## src/rtl/ps2_tx_apb.sv

```systemverilog
// PS/2 host-to-device transmitter with an APB register front end.
// Software pushes command bytes into a small FIFO. The FSM inhibits the bus,
// issues request-to-send, and shifts each byte out on the device's clock. It
// then samples the device ACK. Both pad outputs are open-drain enables.
module ps2_tx_apb #(
    parameter int unsigned FIFO_DEPTH     = 8,
    parameter int unsigned INHIBIT_CYCLES = 10000,
    parameter int unsigned TIMEOUT_CYCLES = 1500000
) (
    input  logic        clock,
    input  logic        reset,
    input  logic [31:0] in_paddr,
    input  logic        in_psel,
    input  logic        in_penable,
    input  logic        in_pwrite,
    input  logic [2:0]  in_pprot,
    input  logic [31:0] in_pwdata,
    input  logic [3:0]  in_pstrb,
    output logic        in_pready,
    output logic [31:0] in_prdata,
    output logic        in_pslverr,
    input  logic        ps2_clk,
    input  logic        ps2_data,
    output logic        ps2_clk_oe,
    output logic        ps2_data_oe
);

    localparam int unsigned PtrW   = $clog2(FIFO_DEPTH);
    localparam int unsigned CountW = PtrW + 1;
    localparam int unsigned CntMax = (TIMEOUT_CYCLES > INHIBIT_CYCLES) ? TIMEOUT_CYCLES
                                                                       : INHIBIT_CYCLES;
    localparam int unsigned CntW   = $clog2(CntMax + 1);

    typedef enum logic [2:0] {
        StIdle,
        StInhibit,
        StRts,
        StSend,
        StAck,
        StWaitIdle
    } state_e;

    // ------------------------------------------------------------------
    // Pad synchronizers and falling-edge detect
    // ------------------------------------------------------------------
    logic [1:0] clk_sync_q;
    logic [1:0] data_sync_q;
    logic       clk_dly_q;
    logic       clk_s;
    logic       data_s;
    logic       clk_fall;

    assign clk_s    = clk_sync_q[1];
    assign data_s   = data_sync_q[1];
    assign clk_fall = clk_dly_q & ~clk_s;

    // Two-stage synchronizers; idle level of both lines is high.
    always_ff @(posedge clock) begin
        if (reset) begin
            clk_sync_q  <= 2'b11;
            data_sync_q <= 2'b11;
            clk_dly_q   <= 1'b1;
        end else begin
            clk_sync_q  <= {clk_sync_q[0], ps2_clk};
            data_sync_q <= {data_sync_q[0], ps2_data};
            clk_dly_q   <= clk_s;
        end
    end

    // ------------------------------------------------------------------
    // APB decode
    // ------------------------------------------------------------------
    logic       access;
    logic       wr;
    logic       rd;
    logic [1:0] reg_sel;
    logic       push_req;
    logic       push;
    logic       pop;
    logic       full;
    logic       empty;
    logic       busy;
    logic [31:0] status;
    logic [3:0]  count_field;
    logic        unused_bits;

    logic [7:0]        mem_q [FIFO_DEPTH];
    logic [PtrW-1:0]   wr_ptr_q, wr_ptr_d;
    logic [PtrW-1:0]   rd_ptr_q, rd_ptr_d;
    logic [CountW-1:0] count_q, count_d;

    state_e        state_q, state_d;
    logic [7:0]    shift_q, shift_d;
    logic          parity_q, parity_d;
    logic [3:0]    bit_cnt_q, bit_cnt_d;
    logic [CntW-1:0] cnt_q, cnt_d;
    logic          clk_oe_q, clk_oe_d;
    logic          data_oe_q, data_oe_d;
    logic          ack_err_q, ack_err_d;
    logic          timeout_q, timeout_d;

    assign unused_bits = ^{in_pprot, in_paddr[31:4], in_paddr[1:0], in_pwdata[31:8],
                           in_pstrb[3:1]};

    assign access   = in_psel & in_penable;
    assign wr       = access & in_pwrite;
    assign rd       = access & ~in_pwrite;
    assign reg_sel  = in_paddr[3:2];
    assign full     = (count_q == CountW'(FIFO_DEPTH));
    assign empty    = (count_q == '0);
    assign push_req = wr & (reg_sel == 2'd0) & in_pstrb[0];
    // Full is judged on the pre-cycle count, so a same-cycle pop does not help.
    assign push     = push_req & ~full;
    assign busy     = (state_q != StIdle);

    assign count_field = 4'(count_q);

    // STATUS word assembly.
    always_comb begin
        status        = '0;
        status[0]     = busy;
        status[1]     = full;
        status[2]     = empty;
        status[3]     = ack_err_q;
        status[4]     = timeout_q;
        status[11:8]  = count_field;
    end

    assign in_pready   = access;
    assign in_pslverr  = push_req & full;
    assign in_prdata   = (rd && reg_sel == 2'd1) ? status : 32'd0;
    assign ps2_clk_oe  = clk_oe_q;
    assign ps2_data_oe = data_oe_q;

    // ------------------------------------------------------------------
    // TX FIFO
    // ------------------------------------------------------------------
    // Next pointers and occupancy; push and pop together leave count unchanged.
    always_comb begin
        wr_ptr_d = wr_ptr_q;
        rd_ptr_d = rd_ptr_q;
        count_d  = count_q;
        if (push) wr_ptr_d = wr_ptr_q + PtrW'(1);
        if (pop)  rd_ptr_d = rd_ptr_q + PtrW'(1);
        unique case ({push, pop})
            2'b10:   count_d = count_q + CountW'(1);
            2'b01:   count_d = count_q - CountW'(1);
            default: count_d = count_q;
        endcase
    end

    // FIFO storage; contents need no reset since count gates visibility.
    always_ff @(posedge clock) begin
        if (push) mem_q[wr_ptr_q] <= in_pwdata[7:0];
    end

    // ------------------------------------------------------------------
    // Transmit FSM
    // ------------------------------------------------------------------
    // Next-state and registered pad-drive logic.
    always_comb begin
        state_d   = state_q;
        shift_d   = shift_q;
        parity_d  = parity_q;
        bit_cnt_d = bit_cnt_q;
        cnt_d     = cnt_q;
        clk_oe_d  = clk_oe_q;
        data_oe_d = data_oe_q;
        ack_err_d = ack_err_q;
        timeout_d = timeout_q;
        pop       = 1'b0;

        if (wr && reg_sel == 2'd1) begin
            if (in_pwdata[3]) ack_err_d = 1'b0;
            if (in_pwdata[4]) timeout_d = 1'b0;
        end

        unique case (state_q)
            StIdle: begin
                clk_oe_d  = 1'b0;
                data_oe_d = 1'b0;
                if (!empty) begin
                    pop       = 1'b1;
                    shift_d   = mem_q[rd_ptr_q];
                    parity_d  = ~^mem_q[rd_ptr_q];
                    bit_cnt_d = '0;
                    cnt_d     = '0;
                    clk_oe_d  = 1'b1;
                    state_d   = StInhibit;
                end
            end
            StInhibit: begin
                if (cnt_q == CntW'(INHIBIT_CYCLES - 1)) begin
                    data_oe_d = 1'b1;  // start bit while the clock is still held
                    state_d   = StRts;
                end else begin
                    cnt_d = cnt_q + CntW'(1);
                end
            end
            StRts: begin
                clk_oe_d = 1'b0;
                cnt_d    = '0;
                state_d  = StSend;
            end
            StSend: begin
                if (clk_fall) begin
                    cnt_d     = '0;
                    bit_cnt_d = bit_cnt_q + 4'd1;
                    if (bit_cnt_q < 4'd8) begin
                        data_oe_d = ~shift_q[0];
                        shift_d   = {1'b0, shift_q[7:1]};
                    end else if (bit_cnt_q == 4'd8) begin
                        data_oe_d = ~parity_q;
                    end else begin
                        data_oe_d = 1'b0;  // stop bit: release the line
                        state_d   = StAck;
                    end
                end else if (cnt_q == CntW'(TIMEOUT_CYCLES)) begin
                    timeout_d = 1'b1;
                    clk_oe_d  = 1'b0;
                    data_oe_d = 1'b0;
                    state_d   = StIdle;
                end else begin
                    cnt_d = cnt_q + CntW'(1);
                end
            end
            StAck: begin
                if (clk_fall) begin
                    if (data_s) ack_err_d = 1'b1;
                    state_d = StWaitIdle;
                end else if (cnt_q == CntW'(TIMEOUT_CYCLES)) begin
                    timeout_d = 1'b1;
                    clk_oe_d  = 1'b0;
                    data_oe_d = 1'b0;
                    state_d   = StIdle;
                end else begin
                    cnt_d = cnt_q + CntW'(1);
                end
            end
            StWaitIdle: begin
                if (clk_s && data_s) state_d = StIdle;
            end
            default: begin
                clk_oe_d  = 1'b0;
                data_oe_d = 1'b0;
                state_d   = StIdle;
            end
        endcase
    end

    // State register; reset releases both lines and flushes the FIFO.
    always_ff @(posedge clock) begin
        if (reset) begin
            state_q   <= StIdle;
            shift_q   <= '0;
            parity_q  <= 1'b0;
            bit_cnt_q <= '0;
            cnt_q     <= '0;
            clk_oe_q  <= 1'b0;
            data_oe_q <= 1'b0;
            ack_err_q <= 1'b0;
            timeout_q <= 1'b0;
            wr_ptr_q  <= '0;
            rd_ptr_q  <= '0;
            count_q   <= '0;
        end else begin
            state_q   <= state_d;
            shift_q   <= shift_d;
            parity_q  <= parity_d;
            bit_cnt_q <= bit_cnt_d;
            cnt_q     <= cnt_d;
            clk_oe_q  <= clk_oe_d;
            data_oe_q <= data_oe_d;
            ack_err_q <= ack_err_d;
            timeout_q <= timeout_d;
            wr_ptr_q  <= wr_ptr_d;
            rd_ptr_q  <= rd_ptr_d;
            count_q   <= count_d;
        end
    end

endmodule
```

## config.mk

```make
export PLATFORM = sky130hd
export DESIGN_NAME = ps2_tx_apb
export DESIGN_NICKNAME = d
export VERILOG_FILES = /design/src/rtl/ps2_tx_apb.sv
export SDC_FILE = /design/constraint.sdc
export NUM_CORES = 1
export LEC_CHECK = 0
export CAP_MARGIN = 20
export CORE_MARGIN = 2
export CORE_UTILIZATION = 41
export CTS_BUF_LIST = sky130_fd_sc_hd__clkbuf_4 sky130_fd_sc_hd__clkbuf_8
export DETAILED_ROUTE_END_ITERATION = 10
export PLACE_DENSITY = 0.73
export SETUP_SLACK_MARGIN = 0.05
export SYNTH_ARGS = -nofsm -noshare
export SYNTH_HDL_FRONTEND = slang
export SYNTH_SLANG_ARGS = --single-unit
```

## constraint.sdc

```tcl
create_clock -name clock -period 3.5 [get_ports clock]
set_input_delay 0.525 -clock clock [delete_from_list [all_inputs] [get_ports clock]]
set_output_delay 0.525 -clock clock [all_outputs]
set_load 0.02 [all_outputs]
```

**Yosys cells after proc, flatten, opt, wreduce, memory -nomap -nowiden**

Memory sizes are Yosys's and may differ from the RTL's. A register that Yosys moved wholly into a read port is not among the register bits.
Cells that the tools add are included.

- Bits in registers: 56
- RAM bits: 64
- Logic and storage cells: 133
- Memories kept: 1

Memories:

| name | depth | width | rd ports | clocked after memory_dff | write ports | RTL line | text |
|---|---|---|---|---|---|---|---|
| mem_q | 8 | 8 | 1 | 1 | 1 | 87 | `logic [7:0] mem_q [FIFO_DEPTH];` |

- Add/subtract/negate cells: 6
- $lt $le $gt $ge: 1
- Equal/unequal tests: 23
- Multiplexer cells: 50
- Bitwise gates (word level): 16
- Reductions and logical operators: 21

Operators with widths:

| cell | count |
|---|---|
| two-way mux 21 bit | 5 |
| one-hot mux 21 bit (5 select lines) | 1 |
| two-way mux 3 bit | 10 |
| two-way mux 8 bit | 3 |
| two-way mux 1 bit | 22 |
| adder 21 x 1 -> 21 bit (second input constant) | 1 |
| == test 21 x 14 -> 1 bit (second input constant) | 1 |
| == test 21 bit (second input constant) | 1 |
| one-hot mux 3 bit (6 select lines) | 1 |
| inequality test 2 bit (second input constant) | 8 |
| one-hot mux 4 bit (2 select lines) | 2 |
| one-hot mux 8 bit (2 select lines) | 1 |
| two-way mux 12 bit | 1 |
| AND reduction 3 bit | 3 |
| adder 4 x 1 -> 4 bit (second input constant) | 2 |
| bitwise AND 1 bit | 8 |
| == test 4 bit (second input constant) | 2 |
| two-way mux 4 bit | 2 |
| inverter 1 bit | 8 |
| AND reduction 4 bit | 2 |
| XNOR reduction 8 bit | 1 |
| adder 3 x 1 -> 3 bit (second input constant) | 2 |
| == test 3 x 2 -> 1 bit (second input constant) | 2 |
| == test 3 bit (second input constant) | 2 |
| other kinds (19) | 26 |

**Depth between registers and ports, before layout**

- Word-level depth: 7
- Depth in mapped cells: 12
- Gate-level depth less buffers: 11

**Least setup slack after synthesis**

No wires, ideal clock.

- Path kind: input to register
- Start point: input in_psel
- End point: register count_q[2] (netlist: count_field[2])
- Setup time: 0.070 ns
- Data arrival time: 2.763 ns
- Data required time: 3.430 ns
- Path slack: 0.666 ns
- Stages: 11
- Buffers on the path: 0
- Cells stage by stage: nand2_1 or4_1 a21oi_1 inv_1 ha_1 xor2_1 ha_1 a21oi_1 xor2_1 or3_1 a21oi_1

- Word-level cells in the longest chain between the ends: 7
- Elaborated cells between the ends (all ways): 9
- Those cells by class: eq/ne (2); mux (1); bitwise (5); reduce/logical (1)

Ends and longest elaborated chain:

| what | RTL line | text |
|---|---|---|
| from (decl) | 13 | `input logic in_psel,` |
| bitwise AND 1 bit (*) | 105 | `assign access = in_psel & in_penable;` |
| bitwise AND 1 bit (*) | 106 | `assign wr = access & in_pwrite;` |
| bitwise AND 1 bit (*) (2 in series) | 111 | `assign push_req = wr & (reg_sel == 2'd0) & in_pstrb[0];` |
| bitwise AND 1 bit (*) | 113 | `assign push = push_req & ~full;` |
| == test 2 x 1 -> 1 bit or == test 2 bit (tied branches) | 145 | `unique case ({push, pop})` |
| one-hot mux 4 bit (2 select lines) or nonzero test 2 bit (tied branches) | n/a |  |
| to (signal assigned) | 278 | `count_q <= count_d;` |
| to (decl) | 90 | `logic [CountW-1:0] count_q, count_d;` |

Mark *: on every way between the ends. The rest lies on a longest branch, timed or not.
A chain may end at the register's enable or synchronous reset.

**Worst setup path after layout**

Same ends and word-level chain as after synthesis.

==> impl_metrics.env <==
export IMPL_grt_pass1_vias=4025
export IMPL_post_cts_buffers=0
export IMPL_cp_arrival_ns=3.37
export IMPL_cts_buffers=17
export IMPL_synth_edf_count=64
export IMPL_avgSynthCellArea_um2=10.8
export IMPL_insertedDiodeCount=0
export IMPL_antenna_found_initial=0
export IMPL_num_nets_final=675
export IMPL_area_growth_pct=13.4
export IMPL_ys_ff_latch=123
export IMPL_max_freq_mhz=332
export IMPL_clk_pin_slew_worst_paths_ns=0.09
export IMPL_critPathMaxStageDelay_ns=0.52
export IMPL_die_area_mm2=0.0155
export IMPL_worstSetupStartpointType="primary input"
export IMPL_yosysTopAreaCell="edfxtp_1"
export IMPL_vias=4252
export IMPL_period_share_pct=86.0
export IMPL_vias_per_cell=5.44
export IMPL_root_buffer="clkbuf_8"
export IMPL_synthArstFlopShare_pct=0
export IMPL_yosys_top_cells_area="edfxtp_1 32%, dfxtp_1 20%, a21oi_1 4.3%"
export IMPL_synth_lib_cells_used_distinct=64
export IMPL_fin_total_pwr_uw=3800
export IMPL_syn_cell_area_mm2=0.00594
export IMPL_clk_path_buf_depth=2
export IMPL_synth_top_cell_area_share_pct=32.4
export IMPL_drive_gt1_share_pct=12.5
export IMPL_grt_usage_pct=15.4
export IMPL_final_setup_tns_ns=0
export IMPL_min_path_type="reg2reg"
export IMPL_slew_headroom_pct=45.1
export IMPL_crit_required_ns=3.86
export IMPL_htreeDepth=4
export IMPL_hold_buffers=0
export IMPL_core_area_mm2=0.0140
export IMPL_chipHeight_um=124
export IMPL_die_w_um=124
export IMPL_utilization_pct=48.1
export IMPL_post_cts_resized=0
export IMPL_p_leak_uw=0.00227
export IMPL_criticalPathCategory="in2reg"
export IMPL_p_per_area_mw_per_mm2=564
export IMPL_port_buffer_count=30
export IMPL_crit_path_end_kind="flip-flop"
export IMPL_synth_sequential_area_ratio_pct=52.3
export IMPL_drc=0
export IMPL_grt_max_degree=40
export IMPL_rsz0062_at_grt="no"
export IMPL_routed_wl_mm=11.9
export IMPL_period_needed_ns=3.01
export IMPL_synth_ff_type="edfxtp_1"
export IMPL_instances_no_fill=781
export IMPL_fp_row_count=43
export IMPL_dr_pass1_iters=6
export IMPL_drv_slew=0
export IMPL_dp_cells=749
export IMPL_final_hold_violation_count=0
export IMPL_grt_pass1_wl_mm=19.4
export IMPL_vdd_ir_drop_max_mv=0.340
export IMPL_cap_violations=0
export IMPL_syn_inst=551
export IMPL_skew_ns=0.0141
export IMPL_grt_ovfl_total=0
export IMPL_yosysWarnings=0
export IMPL_setup_viol_count_final=0
export IMPL_cts_tree="done"
export IMPL_slowest_stage="or4_1"
export IMPL_crit_chain="clkdlybuf4s50_1 > nand2_1 > or4_1 > a21oi_1 > inv_1 > ha_1 > xor2_1 > ha_1 > a21oi_1 > xor2_1 > or3_1 > a21oi_1"
export IMPL_cts_sinks=123
export IMPL_worst_pin_slew_ns=0.823
export IMPL_wire_per_inst_um=15.3
export IMPL_crit_fanout=5
export IMPL_gp_congestion=0.794
export IMPL_drtIter0Drc=400
export IMPL_crit_top_cell="a21oi_1"
export IMPL_io_pins=114
export IMPL_insertion_delay_ns=0.44
export IMPL_initial_core_util_pct=42.4
export IMPL_outcome="completed"
export IMPL_dpl_hpwl_mm=8.08
export IMPL_final_antenna_net_count=0
## worst max-delay path: cells and delay by family
kind | cells | cell delay [ns]
compound gates | 3 | 0.56
xor+xnor | 2 | 0.28
fa+ha+maj | 2 | 0.47
buf+inv | 2 | 0.59
simple gates | 3 | 0.93
## sequential cells by signal, indices dropped and copies added (netlist names), 2 cells and up, named ones only
name / cells
rd_ptr_q: 3
wr_ptr_q: 3
shift_q: 8
bit_cnt_q: 4
cnt_q: 21
mem_q: 64
data_sync_q: 2
clk_sync_q: 2
count_field: 4
state_q: 3
## Yosys cell counts, types with 7 or more instances
cell and n:
edfxtp_1 64, dfxtp_1 59, nand2_1 52, a21oi_1 51, nor2_1 43, buf_4 25
nor3_1 25, o21ai_0 20, clkbuf_1 18, nand3_1 14, inv_1 11, mux2i_1 10
ha_1 9, mux4_2 9, and2_1 8, xnor2_1 8, xor2_1 8, and3_1 7
mux4_1 7, o211ai_1 7
## final cells by class
class | instances | area [um^2]
clock inverters | 15 | 149
fillers | 1241 | 7260
inverters | 13 | 48.8
multi-input cells | 388 | 2560
well taps | 180 | 225
flip-flops and latches | 123 | 3100
clock buffers | 17 | 234
repair buffers | 45 | 408
## power breakdown
| group | total, uW | switching, uW | internal [uW] |
|---|---|---|---|
| Clock | 1190 | 659 | 531 |
| Combinational | 940 | 582 | 358 |
| Sequential | 1670 | 82.2 | 1590 |
## cells by family after synthesis
| kind of cell | after synthesis | share of synthesized area (%) |
|---|---|---|
| xor gates and xnor gates | 17 | 2.64 |
| AOI/OAI and AO/OA | 115 | 11.6 |
| and+or+nand+nor | 198 | 17.4 |
| adders and majority gates | 9 | 1.90 |
| muxes | 26 | 8.20 |
| DFF | 123 | 52.3 |
| other | 1 | 0.0632 |
| buffers and inverters | 62 | 5.94 |
## cells in the final DEF (no fill, tap or decap), drive strengths merged, types with 5 or more instances in the layout
master	instances
or2	6
conb	23
clkbuf	17
o211ai	7
and2	8
nor4	5
nand3	14
nor2	43
xnor2	9
o21ai	23
dfxtp	59
ha	9
nand2	52
clkdlybuf4s50	29
mux4	16
nor3	30
nand2b	6
edfxtp	64
mux2i	10
buf	16
xor2	8
a31oi	6
a21oi	51
and3	7
inv	23
## layer usage
metal	global-route usage (%)	share of wire (%)	routed length, um
met3	4.08	5.0	600
met1	19.5	45	5310
met2	25.8	49	5860
met5	0	0	0
met4	4.63	1.2	145
## metrics by stage
stage               hold slack [ns]  cell area, um^2  worst slack (ns)
floorplan                     0.389             6020             0.666
global placement              0.391             6350             0.249
detailed placement            0.399             6350            0.0651
CTS                           0.420             6730             0.516
global route                  0.435             6730             0.301
finish                        0.415             6730             0.492
## final timing paths
kind                                     from             end  slack [ns]  cells after the start
worst max-delay path                  in_psel  count_field[2]        0.49                     12
worst min-delay path            clk_sync_q[0]   clk_sync_q[1]        0.41                      1
worst max register to register     state_q[2]  count_field[2]        0.56                     10
worst min register to register  clk_sync_q[0]   clk_sync_q[1]        0.41                      1
(Power assumes the default switching activity.)
